## config.mk

```make
export PLATFORM = sky130hd
export DESIGN_NAME = fifo_flowctl
export DESIGN_NICKNAME = d
export VERILOG_FILES = /design/src/rtl/fifo_flowctl.sv
export SDC_FILE = /design/constraint.sdc
export NUM_CORES = 1
export LEC_CHECK = 0
export ABC_AREA = 1
export CORE_MARGIN = 2
export CORE_UTILIZATION = 25
export CTS_CLUSTER_DIAMETER = 120
export DETAILED_ROUTE_END_ITERATION = 6
export RECOVER_POWER = 25
export SETUP_SLACK_MARGIN = 0.1
export SYNTH_ARGS = -nofsm -noshare
export SYNTH_HDL_FRONTEND = slang
export SYNTH_SLANG_ARGS = --single-unit
```

## constraint.sdc

```tcl
create_clock -name clk -period 3.59 [get_ports clk]
set_input_delay 0.359 -clock clk [delete_from_list [all_inputs] [get_ports clk]]
set_output_delay 0.359 -clock clk [all_outputs]
set_load 0.01 [all_outputs]
```

## src/rtl/fifo_flowctl.sv

```systemverilog
// Per-port data FIFO with programmable pause/continue flow-control pulses,
// a sticky overflow flag, and empty/full status for the switch control FSM.
module fifo_flowctl #(
  parameter int unsigned DATA_W = 8,
  parameter int unsigned ADDR_W = 3
) (
  input  logic              clk,
  input  logic              rst,
  input  logic              init,
  input  logic [ADDR_W:0]   thr_high_in,
  input  logic [ADDR_W:0]   thr_low_in,
  input  logic              push,
  input  logic [DATA_W-1:0] data_in,
  input  logic              pop,
  output logic [DATA_W-1:0] data_out,
  output logic              valid_out,
  output logic              empty,
  output logic              full,
  output logic [ADDR_W:0]   count,
  output logic              pause,
  output logic              cont,
  output logic              error_full
);

  localparam int unsigned DEPTH = 2 ** ADDR_W;
  localparam logic [ADDR_W:0] DEPTH_C    = (ADDR_W+1)'(DEPTH);
  localparam logic [ADDR_W:0] THR_HIGH_R = (ADDR_W+1)'(DEPTH - 2);
  localparam logic [ADDR_W:0] THR_LOW_R  = (ADDR_W+1)'(2);

  typedef enum logic {RUNNING, PAUSED} fc_state_t;

  logic [DATA_W-1:0] mem [DEPTH];
  logic [ADDR_W-1:0] wr_ptr, rd_ptr;
  logic [ADDR_W:0]   thr_high, thr_low;
  logic [ADDR_W:0]   count_next;
  logic              pop_ok, push_ok;
  fc_state_t         fc_state, fc_state_next;
  logic              pause_next, cont_next;

  assign empty = (count == '0);
  assign full  = (count == DEPTH_C);

  always_comb begin
    pop_ok     = pop & (count != '0);
    push_ok    = push & ((count != DEPTH_C) | pop_ok);
    count_next = count + (ADDR_W+1)'(push_ok) - (ADDR_W+1)'(pop_ok);
  end

  // Pause takes priority over continue, which keeps misprogrammed
  // thresholds (thr_high <= thr_low) deterministic.
  always_comb begin
    fc_state_next = fc_state;
    pause_next    = 1'b0;
    cont_next     = 1'b0;
    if (fc_state == RUNNING && count_next >= thr_high) begin
      fc_state_next = PAUSED;
      pause_next    = 1'b1;
    end else if (fc_state == PAUSED && count_next <= thr_low) begin
      fc_state_next = RUNNING;
      cont_next     = 1'b1;
    end
  end

  always_ff @(posedge clk) begin
    if (push_ok && !rst) mem[wr_ptr] <= data_in;
  end

  always_ff @(posedge clk) begin
    if (rst) begin
      wr_ptr     <= '0;
      rd_ptr     <= '0;
      count      <= '0;
      data_out   <= '0;
      valid_out  <= 1'b0;
      pause      <= 1'b0;
      cont       <= 1'b0;
      error_full <= 1'b0;
      fc_state   <= RUNNING;
      thr_high   <= THR_HIGH_R;
      thr_low    <= THR_LOW_R;
    end else begin
      if (init) begin
        thr_high <= thr_high_in;
        thr_low  <= thr_low_in;
      end
      if (push_ok) wr_ptr <= wr_ptr + 1'b1;
      if (pop_ok) begin
        rd_ptr   <= rd_ptr + 1'b1;
        data_out <= mem[rd_ptr];
      end
      valid_out <= pop_ok;
      count     <= count_next;
      if (push && full && !pop_ok) error_full <= 1'b1;
      fc_state  <= fc_state_next;
      pause     <= pause_next;
      cont      <= cont_next;
    end
  end

endmodule

```

### Word-level counts from Yosys, hierarchy flattened

Memory sizes are Yosys's and may differ from the RTL's. A register that Yosys moved wholly into a read port is not among the register bits.
Index checks and enable logic that the tools add are counted.

| operators by class | value |
|---|---|
| bitwise gates (word level) | 4 |
| reduce and logical (&&, ||, !) cells | 11 |
| eq/ne operators | 2 |
| $lt $le $gt $ge | 2 |
| add/subtract/negate cells | 4 |
| multiplexer cells | 6 |

Operator list:

| kind | count |
|---|---|
| adder 3 x 1 -> 3 bit, second input constant | 2 |
| 2-to-1 mux 1 bit | 6 |
| logical AND 1 bit | 5 |
| adder 4 x 1 -> 4 bit | 1 |
| equality test 4 bit, second input constant | 1 |
| greater-or-equal comparator 4 bit | 1 |
| less-or-equal comparator 4 bit | 1 |
| logical NOT 4 bit | 1 |
| inequality test 4 bit, second input constant | 1 |
| nonzero test 4 bit | 1 |
| subtractor 4 x 1 -> 4 bit | 1 |
| bitwise AND 1 bit | 2 |
| logical NOT 1 bit | 2 |
| nonzero test 2 bit | 1 |
| OR reduction 2 bit | 1 |
| inverter 1 bit | 1 |
| bitwise OR 1 bit | 1 |

| word-level totals | value |
|---|---|
| register bits | 23 |
| RAM bits | 64 |
| output and inout bits | 18 |
| input bits | 21 |
| memories | 1 |

Memory list:

| name | words | bits a word | read ports | clocked after memory_dff | write ports | RTL line | text |
|---|---|---|---|---|---|---|---|
| mem | 8 | 8 | 1 | 1 | 1 | 32 | `logic [DATA_W-1:0] mem [DEPTH];` |

### Logic depth before layout (Yosys ltp)

Gate-level depths: netlist of run 1.

| logic depth | value |
|---|---|
| depth in word-level cells | 10 |
| gate-level depth with buffers | 17 |
| depth with buffers taken out | 17 |

### Worst setup path after synthesis of run 1

Ideal clock, no wire load.

| timing | value |
|---|---|
| path type | register -> register |
| from | register count[2] |
| to | register fc_state |
| data required time | 3.475 ns |
| clock period less this slack | 2.715 ns |
| path buffers | 1 |
| arrival | 2.600 ns |
| cell stages (with the launch flop) | 16 |
| setup slack | 0.875 ns |
| path through | dfxtp_1 > inv_1 > ha_1 > nand3_2 > nand2_4 > buf_2 > xor2_1 > ha_1 > fa_1 > or2_2 > nand2_1 > ha_1 > nand4_1 > o211ai_1 > nand3_1 > nand2_1 |

| between the ends | value |
|---|---|
| word-level cells in the longest chain between the ends | 9 |
| elaborated cells between the ends (all ways) | 13 |
| classes of those cells | add/sub (2); order compare (2); eq/ne (1); mux (1); bitwise (3); reduce/logical (4) |

RTL lines:

| element | RTL line | text |
|---|---|---|
| from (decl) | 19 | `output logic [ADDR_W:0] count,` |
| from (signal assigned) | 92 | `count <= count_next;` |
| nonzero test 4 bit | 44 | `pop_ok = pop & (count != '0);` |
| bitwise AND 1 bit | 44 |  |
| bitwise OR 1 bit | 45 | `push_ok = push & ((count != DEPTH_C) \| pop_ok);` |
| bitwise AND 1 bit | 45 |  |
| adder 4 x 1 -> 4 bit | 46 | `count_next = count + (ADDR_W+1)'(push_ok) - (ADDR_W+1)'(pop_ok);` |
| subtractor 4 x 1 -> 4 bit (*) | 46 |  |
| via count_next[2] | 35 | `logic [ADDR_W:0] count_next;` |
| greater-or-equal comparator 4 bit / less-or-equal comparator 4 bit (equally long branches) | 55, 58 |  |
| logical AND 1 bit, on equally long branches | 55, 58 |  |
| 2-to-1 mux 1 bit / nonzero test 2 bit (equally long branches) | n/a |  |
| to (signal assigned) | 94 | `fc_state <= fc_state_next;` |
| to (decl) | 37 | `fc_state_t fc_state, fc_state_next;` |

The timed path passes the listed nets; every way through them passes the cells marked *.
A chain may end at the register's enable or synchronous reset.

### Worst setup path after layout of run 1

Same ends and word-level chain as after synthesis.

==> impl_metrics.ini, run 1 <==
[run_status]
status = completed

[grt]
met2_usage_pct = 18.2
overflow = 0
antenna_found_initial = 0
grt_max_degree = 35
grt_pass1_wl_um = 14900
grtUsageTotal_pct = 10.8
grtUsageMet3_pct = 2.83
use_met1_pct = 13.5
busiest_layer = met2
grt_pass1_vias = 2868

[power]
powerDensity_mw_per_mm2 = 687
finalPower_uw = 3510
leakage_uw = 0.00211
ir_worst_vdd_mv = 0.259

[route]
vias = 2872
wl_um = 9210
dr.pass1.iters = 4
final_antenna_net_count = 0
avgViaCountPerCell = 4.12
drc_errors = 0
drtIter0Drc = 165
post_drt_wl_per_cell_um = 13.2

[sta]
fin_crit_ns = 2.89
fin_skew_ns = 0.0106
max_slew_margin_pct = 39.5
worstMarginPinSlew_ns = 0.903
hold-worst-slack_ns = 0.462
final.setup.tns_ns = 0
max_freq_ghz = 0.346
rsz0062_at_grt = false
fin_crit_sh_pct = 80.5
setup-violations-final = 0
slew_viol_final = 0
finalHoldViolCount = 0

[final_layout]
multiInputGateArea_sq_mm = 0.00127
area_growth_pct = 20.8
nFillCells = 1720
drive_gt1_share_pct = 8.18
design_area_sq_mm = 0.00511
final_util_pct = 30.8
seqCellArea_sq_mm = 0.00254
nNetsFinal = 509
antennaDiodeCount = 0

[place]
dp_hpwl_um = 6160
gp_congestion = 0.778
portBuffers = 38
place_area_sq_mm = 0.00481

[floorplan]
start_util_pct = 25.5
core_sq_mm = 0.0166
dieWidth_um = 134
die_area_sq_mm = 0.0180
io-pin-count = 39
row_count = 47
chipHeight_um = 134

[yosys]
synth_cells = 433
syn-num-nets = 470
synth_area_per_cell_sq_um = 9.77
synth.top_cell.area_share_pct = 45.4
yosysSeqAreaShare_pct = 60.1
synth-edff-count = 64
synth_area_leader_cell = edfxtp_1
ys_warn_count = 0
synth-seq-cells = 95
synth-main-ff-cell = edfxtp_1
ys_types = 31
synth_area_leaders = edfxtp_1 45%, dfxtp_1 15%, nand2_1 8.9%
netlist_area_sq_mm = 0.00423
synthArstFlopShare_pct = 0

[clocking]
clk_pin_slew_ns = 0.06
ctsHoldBuffers = 0
clock-root-buffer = clkbuf_16
insertion_delay_ns = 0.35
cts_buffers = 9
post_cts_resized = 0
cts.sinks = 95
htree_levels = 3
cts_tree = yes
cts_setup_buffers = 0
cts_buffer_depth = 2

[critical_path]
crit_type = reg -> reg
cp_data_arrival_time_ns = 3.13
startpoint = count[2]$_SDFF_PP0_
start_kind = flip-flop
r2r_start = count[2]$_SDFF_PP0_
end_kind = flip-flop
critPathRequiredTime_ns = 3.82
critPathMaxFanout = 19

[min_path]
min_from = thr_low[3]$_SDFFE_PP0P_
hp-class = reg -> reg

[flow_run]
drv_cap = 0
==> cell families after synthesis <==
kind of cell | count (synthesis) | synth area share (%)
AOI/OAI and AO/OA | 41 | 5.00
xor gates and xnor gates | 3 | 0.621
adders and majority gates | 16 | 4.91
buffers and inverters | 94 | 9.76
DFF | 95 | 60.1
and+or+nand+nor | 184 | 19.6
==> layout make-up <==
type | count | area share [%]
sequential | 95 | 49.8
multi-input combinational | 244 | 25.0
timing repair buffer | 44 | 8.33
inverter | 78 | 5.78
tap | 220 | 5.39
clock buffer | 9 | 4.41
clock inverter | 7 | 1.40
==> flip-flops by register name (all words and copies together) (netlist names) <==
signal      cells
pause           1
wr_ptr          3
count           4
thr_high        4
cont            1
rd_ptr          3
data_out        8
valid_out       1
error_full      1
mem            64
fc_state        1
thr_low         4
==> synth_stat cells, types with 4 or more instances <==
cell,number
buf_6,6
edfxtp_1,64
inv_2,5
nand3_1,50
nor2_1,17
a21oi_1,24
dfxtp_1,31
buf_2,7
nand2_1,100
o21ai_0,11
ha_1,15
nor3_2,4
inv_1,71
==> per-layer routing <==
layer | vias up | routed length, um
li1 | 1489 | -
met1 | 1317 | 4050
met2 | 56 | 4580
met3 | 10 | 471
met4 | 0 | 105
met5 | - | 0
==> critical path: stages (launching register included) <==
cell	delay [ns]
dfxtp_1	0.33
inv_1	0.07
ha_1	0.21
nand3_2	0.10
nand2_4	0.15
nand2_2	0.10
nand2_2	0.08
xor2_1	0.16
ha_1	0.21
fa_1	0.38
or2_2	0.32
nand2_1	0.09
ha_1	0.25
nand4_1	0.09
o211ai_1	0.09
nand3_1	0.09
nand2_1	0.06
==> through the flow <==
stage	cells	worst slack, ns
CTS	697	0.690
detailed placement	681	0.526
finish	697	0.700
global placement	681	0.606
global route	697	0.451
floorplan	433	0.875
==> path summary, 6_finish.rpt <==
| kind | end | slack [ns] | depth (start not counted) |
|---|---|---|---|
| worst max-delay path | fc_state$_SDFFE_PP0P_ | 0.70 | 16 |
| worst min-delay path | thr_low[3]$_SDFFE_PP0P_ | 0.46 | 2 |
| worst max register to register | fc_state$_SDFFE_PP0P_ | 0.70 | 16 |
| worst min register to register | thr_low[3]$_SDFFE_PP0P_ | 0.46 | 2 |
==> placed cells by master, fill, tap and decap left out, drive strengths merged, types with 9 or more instances in the layout <==
cell type        n
nand2          104
inv             78
nand3           52
ha              15
clkdlybuf4s50   32
o21ai           14
dfxtp           31
clkbuf           9
nor2            17
edfxtp          64
a21oi           24
==> report_power, final <==
| part | internal (uW) | leakage, uW | switching [uW] |
|---|---|---|---|
| Combinational | 494 | 0.00114 | 718 |
| Sequential | 1280 | 0.000834 | 88.1 |
| Clock | 539 | 0.000141 | 397 |
| Total | 2310 | 0.00211 | 1200 |
Note: power is estimated with default switching activity, not from simulation.
==> run 2: changes to the inputs <==
==> constraint.sdc (replaced) <==
create_clock -name clk -period 2.9 [get_ports clk]
set_input_delay 0.29 -clock clk [delete_from_list [all_inputs] [get_ports clk]]
set_output_delay 0.29 -clock clk [all_outputs]
set_load 0.01 [all_outputs]
==> run 2 against run 1 <==
  * Sequential power grew 26%
  * Routed wire length grew 4.8%
  * Worst hold slack gained 0.010 ns
  * Register-to-register slack lost 0.55 ns
  * Core utilization grew 1.3 points
  * Via count grew 4.8%
  * Setup slack lost 0.55 ns
  * Combinational power grew 49%
  * Global-route usage grew 0.25 points
  * Clock power grew 35%
  * Critical path type unchanged
  * Critical endpoint unchanged
  * Largest power group is now combinational logic
==> impl_metrics.ini, run 2 (synthesized netlist as in run 1, its figures left out) <==
[grt]
grt_pass1_wl_um = 15300
grt_max_degree = 35
antenna_found_initial = 2
grt_pass1_vias = 2991
grtUsageTotal_pct = 11.1
overflow = 0

[clocking]
clock-root-buffer = clkbuf_16
ctsHoldBuffers = 0
cts_buffer_depth = 2
cts_tree = yes
htree_levels = 3
clk_pin_slew_ns = 0.07
insertion_delay_ns = 0.34
cts.sinks = 95
cts_buffers = 9

[sta]
fin_skew_ns = 0.00511
slew_viol_final = 0
final.setup.tns_ns = 0
finalHoldViolCount = 0
setup-violations-final = 0
fin_crit_ns = 2.75
max_freq_ghz = 0.363
worstMarginPinSlew_ns = 0.641
fin_crit_sh_pct = 94.9
max_slew_margin_pct = 57.2
rsz0062_at_grt = false

[route]
post_drt_wl_per_cell_um = 13.6
drc_errors = 0
drtIter0Drc = 231
avgViaCountPerCell = 4.24
final_antenna_net_count = 0
wl_um = 9650
dr.pass1.iters = 4
vias = 3010

[critical_path]
critPathMaxFanout = 6
critPathRequiredTime_ns = 3.14
cp_data_arrival_time_ns = 2.99
cp_slowest_cell = dfxtp_2
crit_chain = inv_2 > ha_4 > nand3_4 > nand2_4 > nand2_2 > nand2_2 > xor2_1 > ha_2 > fa_2 > or2_2 > nand2_2 > ha_4 > nand4_1 > o211ai_1 > nand3_1 > nand2_1
crit_type = reg -> reg
cpMostUsedCell = nand2_2
end_kind = flip-flop
crit_buf_inv = 1
r2r_slack_ns = 0.15
slowest_delay_ns = 0.37
start_kind = flip-flop
crit_family = simple AND/OR/NAND/NOR gates

[final_layout]
largest_register_ffs = 64
final_common_cell = nand2_1
nNetsFinal = 521
top_regs = mem (64), data_out (8)
largest-register = mem
drive_gt1_share_pct = 14.3
mostFrequentLayoutCells = 98 x nand2_1, 68 x inv_1, 64 x edfxtp_1
area_growth_pct = 25.7

[floorplan]
start_util_pct = 25.5
die_area_sq_mm = 0.0180
chipHeight_um = 134
row_count = 47
dieWidth_um = 134
io-pin-count = 39
core_sq_mm = 0.0166

[place]
dp_hpwl_um = 6260
gp_congestion = 0.830
portBuffers = 38

[min_path]
hp-class = reg -> reg

[power]
power_frac_seq_pct = 35.9
finalPower_uw = 4770
p_clk_share_pct = 26.5
p_int_uw = 3130
ir_worst_vdd_mv = 0.315
combPwrFrac_pct = 37.6
p_sw_uw = 1640
leakage_uw = 0.00219
powerDensity_mw_per_mm2 = 897
power_switching_share_pct = 34.4

[flow_run]
drv_cap = 0

[run_status]
status = completed
==> run 2: cell type report <==
class / instances / area, sq um
Antenna cell: 1 / 2.50
Clock buffer: 9 / 225
Clock inverter: 7 / 95.1
Fill cell: 1674 / 11300
Inverter: 78 / 298
Multi-Input combinational cell: 244 / 1360
Sequential cell: 95 / 2550
Tap cell: 220 / 275
Timing Repair Buffer: 56 / 515
==> run 2: worst register-to-register path, delay by kind of cell, from the launching register on <==
kind                       cells  cell delay (ns)
AOI/OAI and AO/OA              1             0.12
adders and majority gates      4             0.91
and+or+nand+nor                9             1.02
buffers and inverters          1             0.06
DFF                            1             0.37
xor gates and xnor gates       1             0.17
==> run 2: final timing paths <==
kind / start / cells after the start / end
max reg2reg: count[3]$_SDFF_PP0_ / 16 / fc_state$_SDFFE_PP0P_
min: fc_state$_SDFFE_PP0P_ / 2 / cont$_SDFF_PP0_
min reg2reg: fc_state$_SDFFE_PP0P_ / 2 / cont$_SDFF_PP0_
max: count[3]$_SDFF_PP0_ / 16 / fc_state$_SDFFE_PP0P_
==> run 2: per-stage QoR <==
step | worst slack (ns) | cell area (sq um) | hold slack (ns) | util, % | instances
3_3_place_gp | 0.138 | 4870 | 0.451 | 29.3 | 688
4_1_cts | 0.130 | 5190 | 0.472 | 31.3 | 704
3_5_place_dp | 0.0461 | 4870 | 0.460 | 29.3 | 688
2_1_floorplan | 0.185 | 4230 | 0.389 | - | 433
5_1_grt | 0.00240 | 5320 | 0.488 | 32.1 | 709
6_report | 0.146 | 5320 | 0.473 | 32.1 | 710
==> run 2: power groups by stage <==
stage,clock [uW],combinational [uW],sequential [uW]
after CTS,1280,1520,1690
after global placement,0,1460,1720
after global routing,1350,1990,1730
after detailed placement,0,1510,1720
after floorplan,0,1040,1710
final,1260,1800,1710
==> run 2: repair_timing <==
item	in CTS	in global routing
buffers inserted	0	5
endpoints found under the setup margin	0	3
gates resized for setup	0	24
==> run 2: layer usage <==
metal | track usage (%) | part of all wire, % | wire length (um)
met4 | 5.32 | 2.2 | 212
met1 | 13.9 | 45 | 4380
met5 | 0 | 0.13 | 13
met3 | 1.97 | 4.9 | 469
met2 | 18.5 | 47 | 4570
==> run 3: changes to the inputs <==
--- a/config.mk
+++ b/config.mk
@@ -6,6 +6,7 @@
 export NUM_CORES = 1
 export LEC_CHECK = 0
 export ABC_AREA = 1
+export CAP_MARGIN = 5
 export CORE_MARGIN = 2
 export CORE_UTILIZATION = 25
 export CTS_CLUSTER_DIAMETER = 120
==> results of run 3 <==
Final layout, timing and power as in run 2 (identical DEF).
